`config.mk`:
```
export PLATFORM = sky130hd
export DESIGN_NAME = csr_fu_fwd_flat
export DESIGN_NICKNAME = d
export VERILOG_FILES = /design/src/rtl/csr_fu_fwd_if.sv /design/src/rtl/csr_fu_fwd.sv /design/src/flat_wrapper.sv
export SDC_FILE = /design/constraint.sdc
export NUM_CORES = 1
export LEC_CHECK = 0
export CORE_MARGIN = 2
export CORE_UTILIZATION = 54
export DETAILED_ROUTE_END_ITERATION = 12
export GPL_TIMING_DRIVEN = 0
export MAX_ROUTING_LAYER = met4
export PLACE_DENSITY = 0.8
export SKIP_LAST_GASP = 1
export SLEW_MARGIN = 20
export SYNTH_ARGS = -nofsm -noshare
export SYNTH_HDL_FRONTEND = slang
export SYNTH_SLANG_ARGS = --single-unit
```
`constraint.sdc`:
```
create_clock -name clk_in -period 7.9 [get_ports clk_in]
set_input_delay 1.58 -clock clk_in [delete_from_list [all_inputs] [get_ports clk_in]]
set_output_delay 1.58 -clock clk_in [all_outputs]
set_load 0.02 [all_outputs]
```
`src/rtl/csr_fu_fwd_if.sv`:
```
// Request/response bundle between the EXE-stage issue logic and the registered CSR unit.
// The master side issues CSR instructions and consumes results; the slave side is the CSR unit.
interface csr_fu_fwd_if #(
  parameter int XLEN    = 32,
  parameter int GPR_ASZ = 5,
  parameter int DEPTH   = 4
);
  logic                     req_valid;
  logic                     req_ready;
  logic [11:0]              csr_addr;
  logic [2:0]               funct3;
  logic [GPR_ASZ-1:0]       Rd_addr;
  logic [GPR_ASZ-1:0]       Rs1_addr;
  logic [XLEN-1:0]          Rs1_data;
  logic [1:0]               mode;
  logic                     csr_avail;
  logic [XLEN-1:0]          csr_rd_data;
  logic                     sw_irq;
  logic                     flush;
  logic                     retire;
  logic                     out_valid;
  logic                     out_ready;
  logic [XLEN-1:0]          out_Rd_data;
  logic                     out_csr_rd;
  logic                     out_csr_wr;
  logic [11:0]              out_csr_addr;
  logic [XLEN-1:0]          out_csr_wr_data;
  logic                     out_ill;
  logic [11:0]              out_ill_addr;
  logic [$clog2(DEPTH):0]   pend_cnt;

  modport master (
    output req_valid, csr_addr, funct3, Rd_addr, Rs1_addr, Rs1_data, mode,
           csr_avail, csr_rd_data, sw_irq, flush, retire, out_ready,
    input  req_ready, out_valid, out_Rd_data, out_csr_rd, out_csr_wr,
           out_csr_addr, out_csr_wr_data, out_ill, out_ill_addr, pend_cnt
  );

  modport slave (
    input  req_valid, csr_addr, funct3, Rd_addr, Rs1_addr, Rs1_data, mode,
           csr_avail, csr_rd_data, sw_irq, flush, retire, out_ready,
    output req_ready, out_valid, out_Rd_data, out_csr_rd, out_csr_wr,
           out_csr_addr, out_csr_wr_data, out_ill, out_ill_addr, pend_cnt
  );
endinterface

```
`src/rtl/csr_fu_fwd.sv`:
```
// Registered CSR functional unit: decodes Zicsr ops, checks legality, and forwards
// not-yet-committed CSR writes so back-to-back read-modify-writes need no stall.
module csr_fu_fwd #(
  parameter int XLEN     = 32,
  parameter int GPR_ASZ  = 5,
  parameter int DEPTH    = 4,
  parameter int SEIP_BIT = 9
) (
  input  logic         clk_in,
  input  logic         reset_in,
  csr_fu_fwd_if.slave  bus
);
  localparam int PW = $clog2(DEPTH);
  localparam int CW = PW + 1;

  typedef enum logic [1:0] {
    OP_BAD = 2'b00,
    OP_RW  = 2'b01,
    OP_RS  = 2'b10,
    OP_RC  = 2'b11
  } op_e;

  // Pending-write buffer, circular between rd_ptr (oldest) and wr_ptr
  logic [11:0]     pend_addr_mem [DEPTH];
  logic [XLEN-1:0] pend_data_mem [DEPTH];
  logic [PW-1:0]   wr_ptr_reg;
  logic [PW-1:0]   rd_ptr_reg;
  logic [CW-1:0]   cnt_reg;

  logic            out_valid_reg;
  logic [XLEN-1:0] out_rd_data_reg;
  logic            out_csr_rd_reg;
  logic            out_csr_wr_reg;
  logic [11:0]     out_csr_addr_reg;
  logic [XLEN-1:0] out_wr_data_reg;
  logic            out_ill_reg;
  logic [11:0]     out_ill_addr_reg;

  logic            req_ready;
  logic            accept;
  logic            push;
  logic            pop;

  logic [PW-1:0]   age_w [DEPTH];
  logic [DEPTH-1:0] hit_w;

  // Age of each slot relative to the oldest entry; only slots younger than cnt hold live data.
  generate
    for (genvar gi = 0; gi < DEPTH; gi++) begin : g_match
      assign age_w[gi] = PW'(gi) - rd_ptr_reg;
      assign hit_w[gi] = (CW'(age_w[gi]) < cnt_reg) &&
                         (pend_addr_mem[gi] == bus.csr_addr);
    end
  endgenerate

  logic            fwd_hit;
  logic [PW-1:0]   fwd_age;
  logic [XLEN-1:0] fwd_data;

  always_comb begin
    fwd_hit  = 1'b0;
    fwd_age  = '0;
    fwd_data = '0;
    for (int i = 0; i < DEPTH; i++) begin
      if (hit_w[i] && (!fwd_hit || age_w[i] >= fwd_age)) begin
        fwd_hit  = 1'b1;
        fwd_age  = age_w[i];
        fwd_data = pend_data_mem[i];
      end
    end
  end

  op_e             op;
  logic            use_imm;
  logic [XLEN-1:0] imm;
  logic [XLEN-1:0] src;
  logic [XLEN-1:0] base;
  logic [XLEN-1:0] seip_mask;
  logic            wr_c;
  logic            rd_c;
  logic            bad_op;
  logic            ill_c;
  logic [XLEN-1:0] wdata_c;
  logic [XLEN-1:0] rd_data_c;

  assign op        = op_e'(bus.funct3[1:0]);
  assign use_imm   = bus.funct3[2];
  assign imm       = XLEN'(bus.Rs1_addr);
  assign src       = use_imm ? imm : bus.Rs1_data;
  assign base      = fwd_hit ? fwd_data : bus.csr_rd_data;
  assign seip_mask = {{(XLEN-1){1'b0}}, bus.sw_irq} << SEIP_BIT;

  always_comb begin
    wr_c      = 1'b0;
    rd_c      = 1'b0;
    bad_op    = 1'b0;
    wdata_c   = '0;
    rd_data_c = '0;
    case (op)
      OP_RW: begin
        wr_c      = 1'b1;
        wdata_c   = src;
        rd_c      = (bus.Rd_addr != '0);
        rd_data_c = rd_c ? base : '0;
      end
      OP_RS: begin
        wr_c      = (bus.Rs1_addr != '0);
        wdata_c   = base | src;
        rd_c      = 1'b1;
        rd_data_c = base;
      end
      OP_RC: begin
        wr_c      = (bus.Rs1_addr != '0);
        wdata_c   = base & ~src;
        rd_c      = 1'b1;
        rd_data_c = base;
      end
      default: bad_op = 1'b1;
    endcase
    // SEIP is visible to register-form reads only and never leaks into the write data.
    if (!bad_op && !use_imm && bus.csr_addr[8:0] == 9'h144)
      rd_data_c = rd_data_c | seip_mask;
    ill_c = bad_op || (bus.mode < bus.csr_addr[9:8]) || !bus.csr_avail ||
            (wr_c && bus.csr_addr[11:10] == 2'b11);
  end

  assign req_ready = (!out_valid_reg || bus.out_ready) &&
                     ((cnt_reg < CW'(DEPTH)) || bus.retire) && !bus.flush;
  assign accept    = bus.req_valid && req_ready;
  assign push      = accept && !ill_c && wr_c;
  assign pop       = bus.retire && (cnt_reg != '0) && !bus.flush;

  always_ff @(posedge clk_in or posedge reset_in) begin
    if (reset_in) begin
      out_valid_reg    <= 1'b0;
      out_rd_data_reg  <= '0;
      out_csr_rd_reg   <= 1'b0;
      out_csr_wr_reg   <= 1'b0;
      out_csr_addr_reg <= '0;
      out_wr_data_reg  <= '0;
      out_ill_reg      <= 1'b0;
      out_ill_addr_reg <= '0;
    end else if (accept) begin
      out_valid_reg    <= 1'b1;
      out_ill_reg      <= ill_c;
      out_ill_addr_reg <= ill_c ? bus.csr_addr : 12'h000;
      out_rd_data_reg  <= ill_c ? '0 : rd_data_c;
      out_csr_rd_reg   <= !ill_c && rd_c;
      out_csr_wr_reg   <= !ill_c && wr_c;
      out_csr_addr_reg <= ill_c ? 12'h000 : bus.csr_addr;
      out_wr_data_reg  <= ill_c ? '0 : wdata_c;
    end else if (bus.flush || bus.out_ready) begin
      out_valid_reg    <= 1'b0;
    end
  end

  always_ff @(posedge clk_in or posedge reset_in) begin
    if (reset_in) begin
      wr_ptr_reg <= '0;
      rd_ptr_reg <= '0;
      cnt_reg    <= '0;
    end else if (bus.flush) begin
      wr_ptr_reg <= '0;
      rd_ptr_reg <= '0;
      cnt_reg    <= '0;
    end else begin
      if (push) wr_ptr_reg <= wr_ptr_reg + PW'(1);
      if (pop)  rd_ptr_reg <= rd_ptr_reg + PW'(1);
      case ({push, pop})
        2'b10:   cnt_reg <= cnt_reg + CW'(1);
        2'b01:   cnt_reg <= cnt_reg - CW'(1);
        default: cnt_reg <= cnt_reg;
      endcase
    end
  end

  // When full, a push lands in the slot being retired on the same edge.
  always_ff @(posedge clk_in) begin
    if (push) begin
      pend_addr_mem[wr_ptr_reg] <= bus.csr_addr;
      pend_data_mem[wr_ptr_reg] <= wdata_c;
    end
  end

  assign bus.req_ready       = req_ready;
  assign bus.out_valid       = out_valid_reg;
  assign bus.out_Rd_data     = out_rd_data_reg;
  assign bus.out_csr_rd      = out_csr_rd_reg;
  assign bus.out_csr_wr      = out_csr_wr_reg;
  assign bus.out_csr_addr    = out_csr_addr_reg;
  assign bus.out_csr_wr_data = out_wr_data_reg;
  assign bus.out_ill         = out_ill_reg;
  assign bus.out_ill_addr    = out_ill_addr_reg;
  assign bus.pend_cnt        = cnt_reg;
endmodule

```
`src/flat_wrapper.sv`:
```
// flat-port wrapper written by rule: the top's interface ports become plain ports
module csr_fu_fwd_flat 
#(
  parameter int XLEN     = 32,
  parameter int GPR_ASZ  = 5,
  parameter int DEPTH    = 4,
  parameter int SEIP_BIT = 9
)
  (clk_in, reset_in, bus_req_valid, bus_csr_addr, bus_funct3, bus_Rd_addr, bus_Rs1_addr, bus_Rs1_data, bus_mode, bus_csr_avail, bus_csr_rd_data, bus_sw_irq, bus_flush, bus_retire, bus_out_ready, bus_req_ready, bus_out_valid, bus_out_Rd_data, bus_out_csr_rd, bus_out_csr_wr, bus_out_csr_addr, bus_out_csr_wr_data, bus_out_ill, bus_out_ill_addr, bus_pend_cnt);
  csr_fu_fwd_if #(.XLEN(XLEN), .GPR_ASZ(GPR_ASZ), .DEPTH(DEPTH)) bus_i ();
  input  logic clk_in;
  input  logic reset_in;
  input wire logic [$bits(bus_i.req_valid)-1:0] bus_req_valid;
  input wire logic [$bits(bus_i.csr_addr)-1:0] bus_csr_addr;
  input wire logic [$bits(bus_i.funct3)-1:0] bus_funct3;
  input wire logic [$bits(bus_i.Rd_addr)-1:0] bus_Rd_addr;
  input wire logic [$bits(bus_i.Rs1_addr)-1:0] bus_Rs1_addr;
  input wire logic [$bits(bus_i.Rs1_data)-1:0] bus_Rs1_data;
  input wire logic [$bits(bus_i.mode)-1:0] bus_mode;
  input wire logic [$bits(bus_i.csr_avail)-1:0] bus_csr_avail;
  input wire logic [$bits(bus_i.csr_rd_data)-1:0] bus_csr_rd_data;
  input wire logic [$bits(bus_i.sw_irq)-1:0] bus_sw_irq;
  input wire logic [$bits(bus_i.flush)-1:0] bus_flush;
  input wire logic [$bits(bus_i.retire)-1:0] bus_retire;
  input wire logic [$bits(bus_i.out_ready)-1:0] bus_out_ready;
  output wire logic [$bits(bus_i.req_ready)-1:0] bus_req_ready;
  output wire logic [$bits(bus_i.out_valid)-1:0] bus_out_valid;
  output wire logic [$bits(bus_i.out_Rd_data)-1:0] bus_out_Rd_data;
  output wire logic [$bits(bus_i.out_csr_rd)-1:0] bus_out_csr_rd;
  output wire logic [$bits(bus_i.out_csr_wr)-1:0] bus_out_csr_wr;
  output wire logic [$bits(bus_i.out_csr_addr)-1:0] bus_out_csr_addr;
  output wire logic [$bits(bus_i.out_csr_wr_data)-1:0] bus_out_csr_wr_data;
  output wire logic [$bits(bus_i.out_ill)-1:0] bus_out_ill;
  output wire logic [$bits(bus_i.out_ill_addr)-1:0] bus_out_ill_addr;
  output wire logic [$bits(bus_i.pend_cnt)-1:0] bus_pend_cnt;
  assign bus_i.req_valid = bus_req_valid;
  assign bus_i.csr_addr = bus_csr_addr;
  assign bus_i.funct3 = bus_funct3;
  assign bus_i.Rd_addr = bus_Rd_addr;
  assign bus_i.Rs1_addr = bus_Rs1_addr;
  assign bus_i.Rs1_data = bus_Rs1_data;
  assign bus_i.mode = bus_mode;
  assign bus_i.csr_avail = bus_csr_avail;
  assign bus_i.csr_rd_data = bus_csr_rd_data;
  assign bus_i.sw_irq = bus_sw_irq;
  assign bus_i.flush = bus_flush;
  assign bus_i.retire = bus_retire;
  assign bus_i.out_ready = bus_out_ready;
  assign bus_req_ready = bus_i.req_ready;
  assign bus_out_valid = bus_i.out_valid;
  assign bus_out_Rd_data = bus_i.out_Rd_data;
  assign bus_out_csr_rd = bus_i.out_csr_rd;
  assign bus_out_csr_wr = bus_i.out_csr_wr;
  assign bus_out_csr_addr = bus_i.out_csr_addr;
  assign bus_out_csr_wr_data = bus_i.out_csr_wr_data;
  assign bus_out_ill = bus_i.out_ill;
  assign bus_out_ill_addr = bus_i.out_ill_addr;
  assign bus_pend_cnt = bus_i.pend_cnt;
  csr_fu_fwd #(.XLEN(XLEN), .GPR_ASZ(GPR_ASZ), .DEPTH(DEPTH), .SEIP_BIT(SEIP_BIT)) u_core (.clk_in(clk_in), .reset_in(reset_in), .bus(bus_i));
endmodule
```
==> results by group, run 1 <==
Routing
  – Routed vias/inst: slightly above 6
  – TritonRoute pass-1 iters: 5
  – Via count: around 9000
  – Residual DRC: 0
  – Drt wl/cell: between 20 and 25 um
  – M1 WL: 13.6 mm
  – DR top layer: met4
  – Routed WL: about 34 mm
  – Met2 Routed Length: roughly 16 mm
  – DRT iter0 DRCs: 1049
  – DR WL met3: about 3 mm
  – Antenna-violating nets left: 0

Setup path
  – CP Capture Type: register
  – Reg2reg end: u_core.pend_data_mem[0][2]
  – Startpoint Class: input pin
  – Critical Path Max Stage Delay: 0.63 ns
  – WP depth: 26
  – Worst setup path class: input pin to register
  – FF-to-FF setup slack: around 1.4 ns
  – Crit-path slowest cell: clkdlybuf4s50_1
  – Reg2Reg Depth: 29
  – Worst path bufs/invs: 6
  – Critical Path RT: roughly 8.2 ns
  – Crit path DAT: about 7.9 ns
  – Critical Path Fanout Max: 10
  – R2R Path Start: u_core.rd_ptr_reg[1]
  – CP delay by family, top: compound AO/OA/AOI/OAI gates

Global route
  – Initial antenna violation count: 0
  – Global-route wire length before repair: between 50 and 60 mm
  – Overflow left after global routing: 0
  – Largest net degree at the start of global routing: between 70 and 80
  – Gr usage total: ~29%
  – Number of global-route vias before repair: 9048

Die
  – Core Area: around 23000 um2
  – I/O Pins: approximately 200
  – Die H: 155 um
  – Std-Cell Rows: 55
  – DIE WIDTH: approximately 160 um
  – Starting density of the core: 54.8%
  – Die footprint: about 24000 um2

Yosys
  – Post-synthesis xor/xnor area fraction: under 10%
  – Commonest cells in the netlist: 176 x edfxtp_1, 99 x dfrtp_1, 82 x nand2_1
  – Synth cell types: 61
  – Syn_nets: roughly 1100
  – Top-count cell post-synth: edfxtp_1
  – Post-synthesis compound-gate area fraction: between 10% and 20%
  – Post-synthesis mux area share: approximately 2.3%
  – Syn avg cell area: about 13 um2
  – Post-Synth Simple-Gate Area: 11.4%
  – Post-synthesis adder-cell area fraction: about 1.6%
  – Main combinational cell family by area after synthesis: compound AO/OA/AOI/OAI gates
  – Synth area leaders: edfxtp_1 43%, dfrtp_1 20%, nand2_1 2.5%, xor2_1 2.3%, mux2i_1 2.2%
  – Synth area leader: edfxtp_1
  – #FFs+latches synth: roughly 280
  – Top-area cell type share of the netlist area: 42.7%
  – Async set-reset flop share out of synthesis: 36.0%
  – Yosys Warn Count: 0
  – Mapped cell area: around 12000 um2
  – EDFF count, synth: between 150 and 200
  – Post-Synthesis Cells: a little under 1000
  – Seq/Total Area, Yosys: between 60% and 70%
  – Post-synth top flop: edfxtp_1

Final layout
  – Synthesis-to-finish area growth: 26.4%
  – Fraction of layout cells with a size suffix above 1: about 8.7%
  – Largest regs: u_core.pend_data_mem x128, u_core.pend_addr_mem x48
  – Largest register FFs: ~130
  – N_diodes: 0
  – Most flop-heavy register: u_core.pend_data_mem
  – Filler cells: around 1600
  – Nets: 1310

Worst hold path
  – Min-delay src: u_core.bus.out_csr_addr[8]
  – Worst Hold Class: register to register
  – Hold Path End: u_core.bus.out_csr_addr[8]
  – Hold Crit Depth: 2

Timing
  – Endpoints failing hold: 0
  – Final critical-path share of the clock period: 95.1%
  – Pins over their slew limit: 0
  – Post-Route Skew: around 0.013 ns
  – RSZ-0062 raised after global routing: false
  – Actual slew at the worst max-slew pin: ~1.1 ns
  – Minimum clock period after layout: 7.51 ns
  – Worst hold margin: ~0.47 ns
  – Setup violators final: 0
  – Fmax achieved: around 130 MHz
  – Rel. slew slack: between 20% and 30%
  – Worst Setup Slack, final: a little under 0.4 ns

Pwr
  – Internal: around 2.7 mW
  – VDD IR max: around 0.15 mV
  – Comb pwr share: 17.1%
  – Reg power frac: about 46%
  – Leakage power: 6.08 nW
  – Clk network pwr share: 36.8%
  – Switching part of the total: approximately a quarter
  – NetSw: 0.941 mW
  – PwrDens: 231 nW/um2

Place
  – PortBufs: 192
  – Dpl hpwl: 22.5 mm
  – GP Congestion: 0.864
  – Pre-CTS WS: -0.0882 ns

Clocking
  – Clock transition at path regs: about 0.060 ns
  – CTS buffer count: 28
  – CTS tree: done
  – CTS Hold Buffers Added: 0
  – Clock sinks: 275
  – H-tree Lvls: 1
  – Root buffer cell: clkbuf_16
  – Clk_lat worst skew: between 0.5 and 0.6 ns
  – Clock tree buffer depth: 3

Run status
  – Status: completed

Flow run
  – Max-Cap Viols: 0
-- power groups by stage --
stage | Combinational, mW | Sequential (mW) | Clock (mW)
after floorplan | 0.269 | 1.75 | 0
after global placement | 0.593 | 1.69 | 0
after detailed placement | 0.609 | 1.70 | 0
after CTS | 0.613 | 1.67 | 1.33
after global routing | 0.667 | 1.68 | 1.39
final | 0.616 | 1.67 | 1.33
-- layout make-up --
| cell class | instances | area, um2 | share of cell area (%) |
|---|---|---|---|
| Inverter | 15 | 61.3 | 0.392 |
| Clock buffer | 40 | 787 | 5.04 |
| Buffer | 70 | 337 | 2.15 |
| Tap cell | 285 | 357 | 2.28 |
| Clock inverter | 11 | 135 | 0.865 |
| Timing Repair Buffer | 196 | 1970 | 12.6 |
| Sequential cell | 275 | 7760 | 49.7 |
| Multi-Input combinational cell | 610 | 4220 | 27.0 |
-- stage by stage --
stage                     cell area (um2)  TNS, ns  util (%)  power (mW)  cells
after global placement              14600        0      64.9        2.29   1447
after CTS                           15600        0      69.1        3.61   1499
after floorplan                     12400        0         -        2.02    970
final                               15600        0      69.2        3.61   1502
after global routing                15600        0      69.2        3.74   1502
after detailed placement            14700    -2.22      65.1        2.30   1448
-- worst register-to-register path, delay by kind of cell (launching register included) --
kind                     cells  cell delay (ns)
AND/OR/NAND/NOR              9             1.62
flip-flops                   1             0.40
multiplexers                 1             0.20
AO/OA/AOI/OAI                8             1.60
adder cells (fa/ha/maj)      4             1.03
buffers and inverters        7             1.51
-- cell families after synthesis --
group | count (synthesis)
flops | 275
mux | 28
simple gates | 284
compound gates | 231
buf+inv | 85
fa+ha+maj | 15
xor+xnor | 52
-- placed cells by master, fill, tap and decap left out, types with 14 or more instances in the layout --
cell type | netlist | final
edfxtp_1 | 176 | 176
ha_1 | 14 | 14
a211oi_1 | 14 | 14
clkdlybuf4s50_1 | 0 | 192
buf_2 | 17 | 17
o22ai_1 | 19 | 19
o21ai_1 | 18 | 18
xnor2_1 | 17 | 17
a32o_1 | 20 | 20
a21oi_1 | 19 | 19
a41o_1 | 21 | 21
dfrtp_1 | 99 | 99
mux2i_1 | 27 | 27
nand3_1 | 31 | 31
nor2_1 | 62 | 62
xor2_1 | 32 | 32
o22a_1 | 21 | 21
a22o_1 | 24 | 24
and2_1 | 28 | 24
o211ai_2 | 17 | 17
nand2_1 | 82 | 82
inv_1 | 15 | 14
o21ai_0 | 29 | 29
clkbuf_16 | 0 | 29
clkbuf_1 | 40 | 49
nand2b_1 | 34 | 34
-- per-layer routing --
| metal | vias to the layer above | track usage, % |
|---|---|---|
| met2 | 521 | 45.7 |
| met5 | - | - |
| li1 | 4068 | - |
| met1 | 4491 | 38.3 |
| met4 | 0 | 8.48 |
| met3 | 74 | 4.32 |
-- worst max-delay path by stage --
stage / startpoint / endpoint
3_3_place_gp: bus_csr_addr[6] / u_core.pend_data_mem[0][3]
4_1_cts: bus_csr_addr[6] / u_core.pend_data_mem[3][2]
6_report: bus_csr_addr[6] / u_core.pend_data_mem[0][2]
5_1_grt: bus_csr_addr[6] / u_core.pend_data_mem[2][0]
2_1_floorplan: bus_csr_addr[0] / u_core.pend_data_mem[0][3]
3_5_place_dp: bus_csr_addr[6] / u_core.pend_data_mem[0][0]
-- what timing repair did --
action / in CTS / in global routing
setup endpoints to repair: 0 / 8
resized for setup: 0 / 0
buffers inserted: 0 / 3
Power figures use the tool's default switching activity.
==> run 2: changes to the inputs <==
Settings changed: CTS_CLUSTER_SIZE set to 20, SETUP_SLACK_MARGIN set to 0.3.
==> run 2 against run 1 <==
Against the previous run:
- flip-flop and latch count unchanged
- first-iteration DRC count up 3.2%
- sequential power barely moved
- via count decreased by 0.32%
- global-route usage unchanged
- core utilization up 0.10 points
- clock power barely moved
- cell count is 0.20% higher
- total power about the same
- maximum frequency increased by 3.2%
- critical path depth shrank 1
- critical path type unchanged
- critical endpoint is now u_core.pend_data_mem[0][0]
- largest cell class unchanged
- largest power group unchanged
==> results by group, run 2 (synthesis gave the netlist of run 1 again) <==
Die
  – Starting density of the core: between 50% and 60%
  – DIE WIDTH: about 160 um
  – Die H: about 160 um
  – Die footprint: 24100 um2
  – Core Area: approximately 23000 um2
  – I/O Pins: a little under 200
  – Std-Cell Rows: between 50 and 60

Routing
  – DR top layer: met4
  – DR WL met3: 2.68 mm
  – DRT iter0 DRCs: 1083
  – Routed vias/inst: between 6 and 7
  – Residual DRC: 0
  – Routed WL: approximately 34 mm
  – Antenna-violating nets left: 0
  – Met2 Routed Length: around 16 mm
  – M1 WL: 13.9 mm
  – Drt wl/cell: 22.3 um
  – TritonRoute pass-1 iters: 5
  – Via count: just over 9000

Pwr
  – PwrDens: roughly 230 nW/um2
  – Leakage power: between 6 and 7 nW
  – VDD IR max: between 0.1 and 0.15 mV

Setup path
  – WP depth: 25
  – Worst path bufs/invs: 7
  – Critical Path RT: between 8 and 9 ns
  – Worst setup path class: input pin to register
  – CP delay by family, top: buffers and inverters
  – Startpoint Class: input pin
  – Critical Path Fanout Max: 10
  – Reg2Reg Depth: 27
  – Critical Path Max Stage Delay: 0.55 ns
  – CP Capture Type: register
  – Top cell by count, worst path: buf_2
  – Crit path DAT: 7.61 ns
  – Crit-path slowest cell: clkdlybuf4s50_1

Worst hold path
  – Hold Crit Depth: 2
  – Worst Hold Class: register to register

Clocking
  – Root buffer cell: clkbuf_16
  – Clock transition at path regs: around 0.06 ns
  – Clock sinks: 275
  – H-tree Lvls: 1
  – CTS Hold Buffers Added: 0
  – Clock tree buffer depth: 3
  – CTS tree: done
  – Clk_lat worst skew: 0.54 ns
  – CTS buffer count: 28

Timing
  – Setup violators final: 0
  – Rel. slew slack: a little under a quarter
  – Post-Route Skew: 0.00989 ns
  – Endpoints failing hold: 0
  – Fmax achieved: between 100 and 150 MHz
  – Worst hold margin: approximately 0.47 ns
  – Final critical-path share of the clock period: between 90% and 100%
  – RSZ-0062 raised after global routing: false
  – Minimum clock period after layout: 7.28 ns
  – Actual slew at the worst max-slew pin: 1.14 ns
  – Pins over their slew limit: 0

Final layout
  – Synthesis-to-finish area growth: 26.6%
  – Most frequent cells in the layout: 192 x clkdlybuf4s50_1, 176 x edfxtp_1, 99 x dfrtp_1, 82 x nand2_1, 62 x nor2_1
  – Largest regs: u_core.pend_data_mem x128, u_core.pend_addr_mem x48
  – Nets: roughly 1300
  – Fraction of layout cells with a size suffix above 1: slightly below 9%
  – Most common cell after layout, fill and taps aside: clkdlybuf4s50_1
  – Fin util: about 70%
  – Largest register FFs: roughly 130
  – Most flop-heavy register: u_core.pend_data_mem
  – N_diodes: 0

Global route
  – Number of global-route vias before repair: approximately 9000
  – Gr usage total: between 20% and 30%
  – Overflow left after global routing: 0
  – Global-route wire length before repair: just over 50 mm
  – Initial antenna violation count: 0
  – Largest net degree at the start of global routing: between 70 and 80

Place
  – GP Congestion: between 0.8 and 0.9
  – Dpl hpwl: roughly 23 mm
  – PortBufs: 192

Flow run
  – Max-Cap Viols: 0

Run status
  – Status: completed
[run 2: changes by cell type in the layout (fill, tap and decap cells not counted)]
cell	change
buf_4	+3
[run 2: cell type report]
class / count / area [um2]
Fill cell: 1563 / 6920
Clock buffer: 40 / 787
Timing Repair Buffer: 199 / 1990
Buffer: 70 / 337
Sequential cell: 275 / 7760
Clock inverter: 11 / 135
Multi-Input combinational cell: 610 / 4220
Inverter: 15 / 61.3
Tap cell: 285 / 357
[run 2: power breakdown]
| part | internal, mW | total, mW | switching [mW] |
|---|---|---|---|
| registers | 1.61 | 1.67 | 0.0570 |
| clock network | 0.789 | 1.33 | 0.538 |
| logic | 0.271 | 0.615 | 0.344 |
| total | 2.67 | 3.61 | 0.939 |
[run 2: worst min-delay path, stage by stage, from the launching register on]
cell and delay [ns]:
dfrtp_1 0.35, nand2_1 0.05, nand2_1 0.05
[run 2: routing by layer]
metal | vias up | global-route usage [%]
li1 | 4078 | -
met5 | - | -
met4 | 0 | 8.48
met1 | 4504 | 38.3
met2 | 469 | 45.7
met3 | 74 | 4.32
[run 2: repair_timing]
action | CTS | global route
setup endpoints to repair | 0 | 162
resized for setup | 0 | 0
setup buffers | 0 | 6
[run 2: worst paths after layout]
path	startpoint	endpoint	slack, ns
max reg2reg	u_core.rd_ptr_reg[1]	u_core.pend_data_mem[0][0]	1.35
min reg2reg	u_core.bus.out_csr_addr[8]	u_core.bus.out_csr_addr[8]	0.47
min in group asynchronous	reset_in	u_core.bus.pend_cnt[0]	1.39
max in group asynchronous	reset_in	u_core.bus.out_csr_wr_data[8]	5.84
min	u_core.bus.out_csr_addr[8]	u_core.bus.out_csr_addr[8]	0.47
max	bus_csr_addr[8]	u_core.pend_data_mem[0][0]	0.62
[run 2: per-stage QoR]
stage               std cells  TNS, ns  setup slack, ns  area [um2]  power, mW
floorplan                 970        0             1.39       12400       2.02
global placement         1447        0           0.0408       14600       2.29
detailed placement       1448    -2.22          -0.0882       14700       2.30
CTS                      1499        0            0.470       15600       3.61
global route             1505        0            0.289       15700       3.74
finish                   1505        0            0.619       15700       3.61
==> run 3: changes to the inputs <==
Settings changed: CORE_UTILIZATION 54 to 58, CTS_CLUSTER_SIZE 20 to 28, PLACE_DENSITY 0.8 to 0.85.
Clock period 7.9 ns to 8.55 ns, I/O delays scaled along.
==> run 3 against run 2 <==
Against the previous run:
- final area down 0.65%
- routed wire length grew 1.8%
- worst setup slack gained 0.081 ns
- sequential share of layout area increased by 0.32 points
- register-to-register slack gained 0.30 ns
- worst hold slack worse by 0.0055 ns
- combinational power down 5.9%
- highest routed layer unchanged
==> results by group, run 3 (synthesis gave the netlist of run 1 again) <==
Place
  – PortBufs: roughly 190
  – Pre-CTS WS: 0.310 ns
  – Placed Area: 14700 um2
  – Dpl hpwl: around 23 mm
  – GP Congestion: between 0.8 and 0.9

Clocking
  – Clock tree buffer depth: 3
  – CTS Hold Buffers Added: 0
  – CTS tree: done
  – CTS buffer count: 26
  – Post-cts sizing count: 0
  – Clock transition at path regs: approximately 0.06 ns
  – Clk_lat worst skew: between 0.5 and 0.6 ns
  – H-tree Lvls: 1
  – Root buffer cell: clkbuf_16
  – Post-CTS Setup Repair Bufs: 0
  – Clock sinks: roughly 280

Final layout
  – N_diodes: 0
  – Most flop-heavy register: u_core.pend_data_mem
  – Largest register FFs: between 100 and 150
  – Most frequent cells in the layout: 192 x clkdlybuf4s50_1, 176 x edfxtp_1, 99 x dfrtp_1, 82 x nand2_1, 62 x nor2_1
  – Synthesis-to-finish area growth: 25.8%
  – Largest regs: u_core.pend_data_mem x128, u_core.pend_addr_mem x48
  – Most common cell after layout, fill and taps aside: clkdlybuf4s50_1
  – Nets: 1305
  – Fraction of layout cells with a size suffix above 1: 8.68%
  – Fin util: 74.2%
  – Post-route cell area: 15500 um2

Die
  – DIE WIDTH: around 150 um
  – I/O Pins: ~200
  – Std-Cell Rows: 53
  – Core Area: 21000 um2
  – Starting density of the core: between 50% and 60%
  – Die H: about 150 um
  – Die footprint: 22500 um2

Pwr
  – PwrDens: 213 nW/um2
  – VDD IR max: between 0.15 and 0.2 mV
  – Clk network pwr share: between 30% and 40%
  – Comb pwr share: between 10% and 20%
  – Leakage power: about 6.0 nW
  – Switching part of the total: between 20% and 30%
  – Reg power frac: a little under half
  – Internal: approximately 2.4 mW
  – NetSw: 0.882 mW

Run status
  – Status: completed

Routing
  – Routed WL: 34.2 mm
  – TritonRoute pass-1 iters: 5
  – Residual DRC: 0
  – Drt wl/cell: roughly 23 um
  – Routed vias/inst: roughly 6.3
  – Via count: about 9300
  – Antenna-violating nets left: 0
  – DRT iter0 DRCs: 900

Global route
  – Met3 GRT Util: between 5 and 6%
  – Met1 Use GR: 41.7%
  – Gr busiest metal: met2
  – Largest net degree at the start of global routing: between 70 and 80
  – Met2 usage: 50.0%
  – Overflow left after global routing: 0
  – Initial antenna violation count: 0
  – Gr usage total: 31.6%
  – Number of global-route vias before repair: approximately 9400
  – Global-route wire length before repair: around 52 mm

Setup path
  – Worst setup path class: input pin to register
  – Critical Path Fanout Max: 10
  – Critical Path RT: between 8 and 9 ns
  – Crit path DAT: between 8 and 9 ns
  – CP Capture Type: register
  – Startpoint Class: input pin

Timing
  – Final critical-path share of the clock period: 91.8%
  – Setup TNS: 0 ns
  – Worst Setup Slack, final: between 0.7 and 0.8 ns
  – Post-Route Skew: 0.0104 ns
  – Rel. slew slack: roughly a third
  – Fmax achieved: around 130 MHz
  – Setup violators final: 0
  – RSZ-0062 raised after global routing: false
  – Pins over their slew limit: 0
  – Endpoints failing hold: 0
  – Minimum clock period after layout: between 7 and 8 ns
  – Actual slew at the worst max-slew pin: between 0.9 and 1 ns

Worst hold path
  – Worst Hold Class: register to register

Flow run
  – Max-Cap Viols: 0
[run 3: cell types whose count changed in the layout (fill, tap and decap cells not counted), sizes merged]
cell | previous run | this run
clkbuf | 80 | 70
clkinvlp | 0 | 2
bufinv | 3 | 4
buf | 37 | 31
clkinv | 8 | 11
[run 3: final timing paths]
path	from	endpoint	slack (ns)	depth (start not counted)
max reg2reg	u_core.rd_ptr_reg[0]	u_core.pend_data_mem[1][28]	1.65	25
min in group asynchronous	reset_in	u_core.bus.out_Rd_data[27]	1.52	2
max	bus_csr_addr[8]	u_core.pend_data_mem[1][28]	0.70	24
min	u_core.bus.out_csr_addr[8]	u_core.bus.out_csr_addr[8]	0.47	2
min reg2reg	u_core.bus.out_csr_addr[8]	u_core.bus.out_csr_addr[8]	0.47	2
max in group asynchronous	reset_in	u_core.bus.out_csr_wr_data[29]	6.34	3
[run 3: per-layer routing]
metal / vias up / wire, um
li1: 4073 / -
met4: 0 / 1180
met3: 95 / 3290
met1: 4581 / 13200
met2: 596 / 16500
met5: - / 0
[run 3: power by group through the flow]
stage	registers, mW	clock network, mW	logic (mW)
final	1.54	1.20	0.579
after global routing	1.55	1.25	0.625
after CTS	1.54	1.19	0.574
after detailed placement	1.56	0	0.566
after global placement	1.56	0	0.545
after floorplan	1.62	0	0.248
[run 3: cell type report]
cell class | count | area, um2
Buffer | 70 | 337
Clock buffer | 30 | 687
Clock inverter | 17 | 186
Fill cell | 1379 | 5410
Inverter | 15 | 61.3
Multi-Input combinational cell | 610 | 4220
Sequential cell | 275 | 7760
Tap cell | 275 | 344
Timing Repair Buffer | 193 | 1950
[run 3: worst max-delay path: stages]
cell,delay [ns]
clkdlybuf4s50_1,0.62
buf_2,0.33
xnor2_1,0.17
nand4_2,0.22
nor4_4,0.64
clkbuf_1,0.51
nand2_1,0.12
mux2i_1,0.23
ha_1,0.27
nand2b_1,0.15
a21o_1,0.19
o21bai_2,0.23
and2_1,0.20
buf_2,0.15
buf_4,0.20
mux2_2,0.29
ha_1,0.28
a21oi_1,0.08
nor2_1,0.28
a211o_1,0.17
buf_2,0.26
a211oi_1,0.09
or3_1,0.45
o22ai_1,0.31
[run 3: metrics by stage]
step	power, mW	std cells	hold slack, ns
final	3.32	1485	0.468
after global routing	3.42	1485	0.488
after CTS	3.30	1485	0.473
after detailed placement	2.13	1438	0.459
after global placement	2.11	1437	0.453
after floorplan	1.87	970	0.543
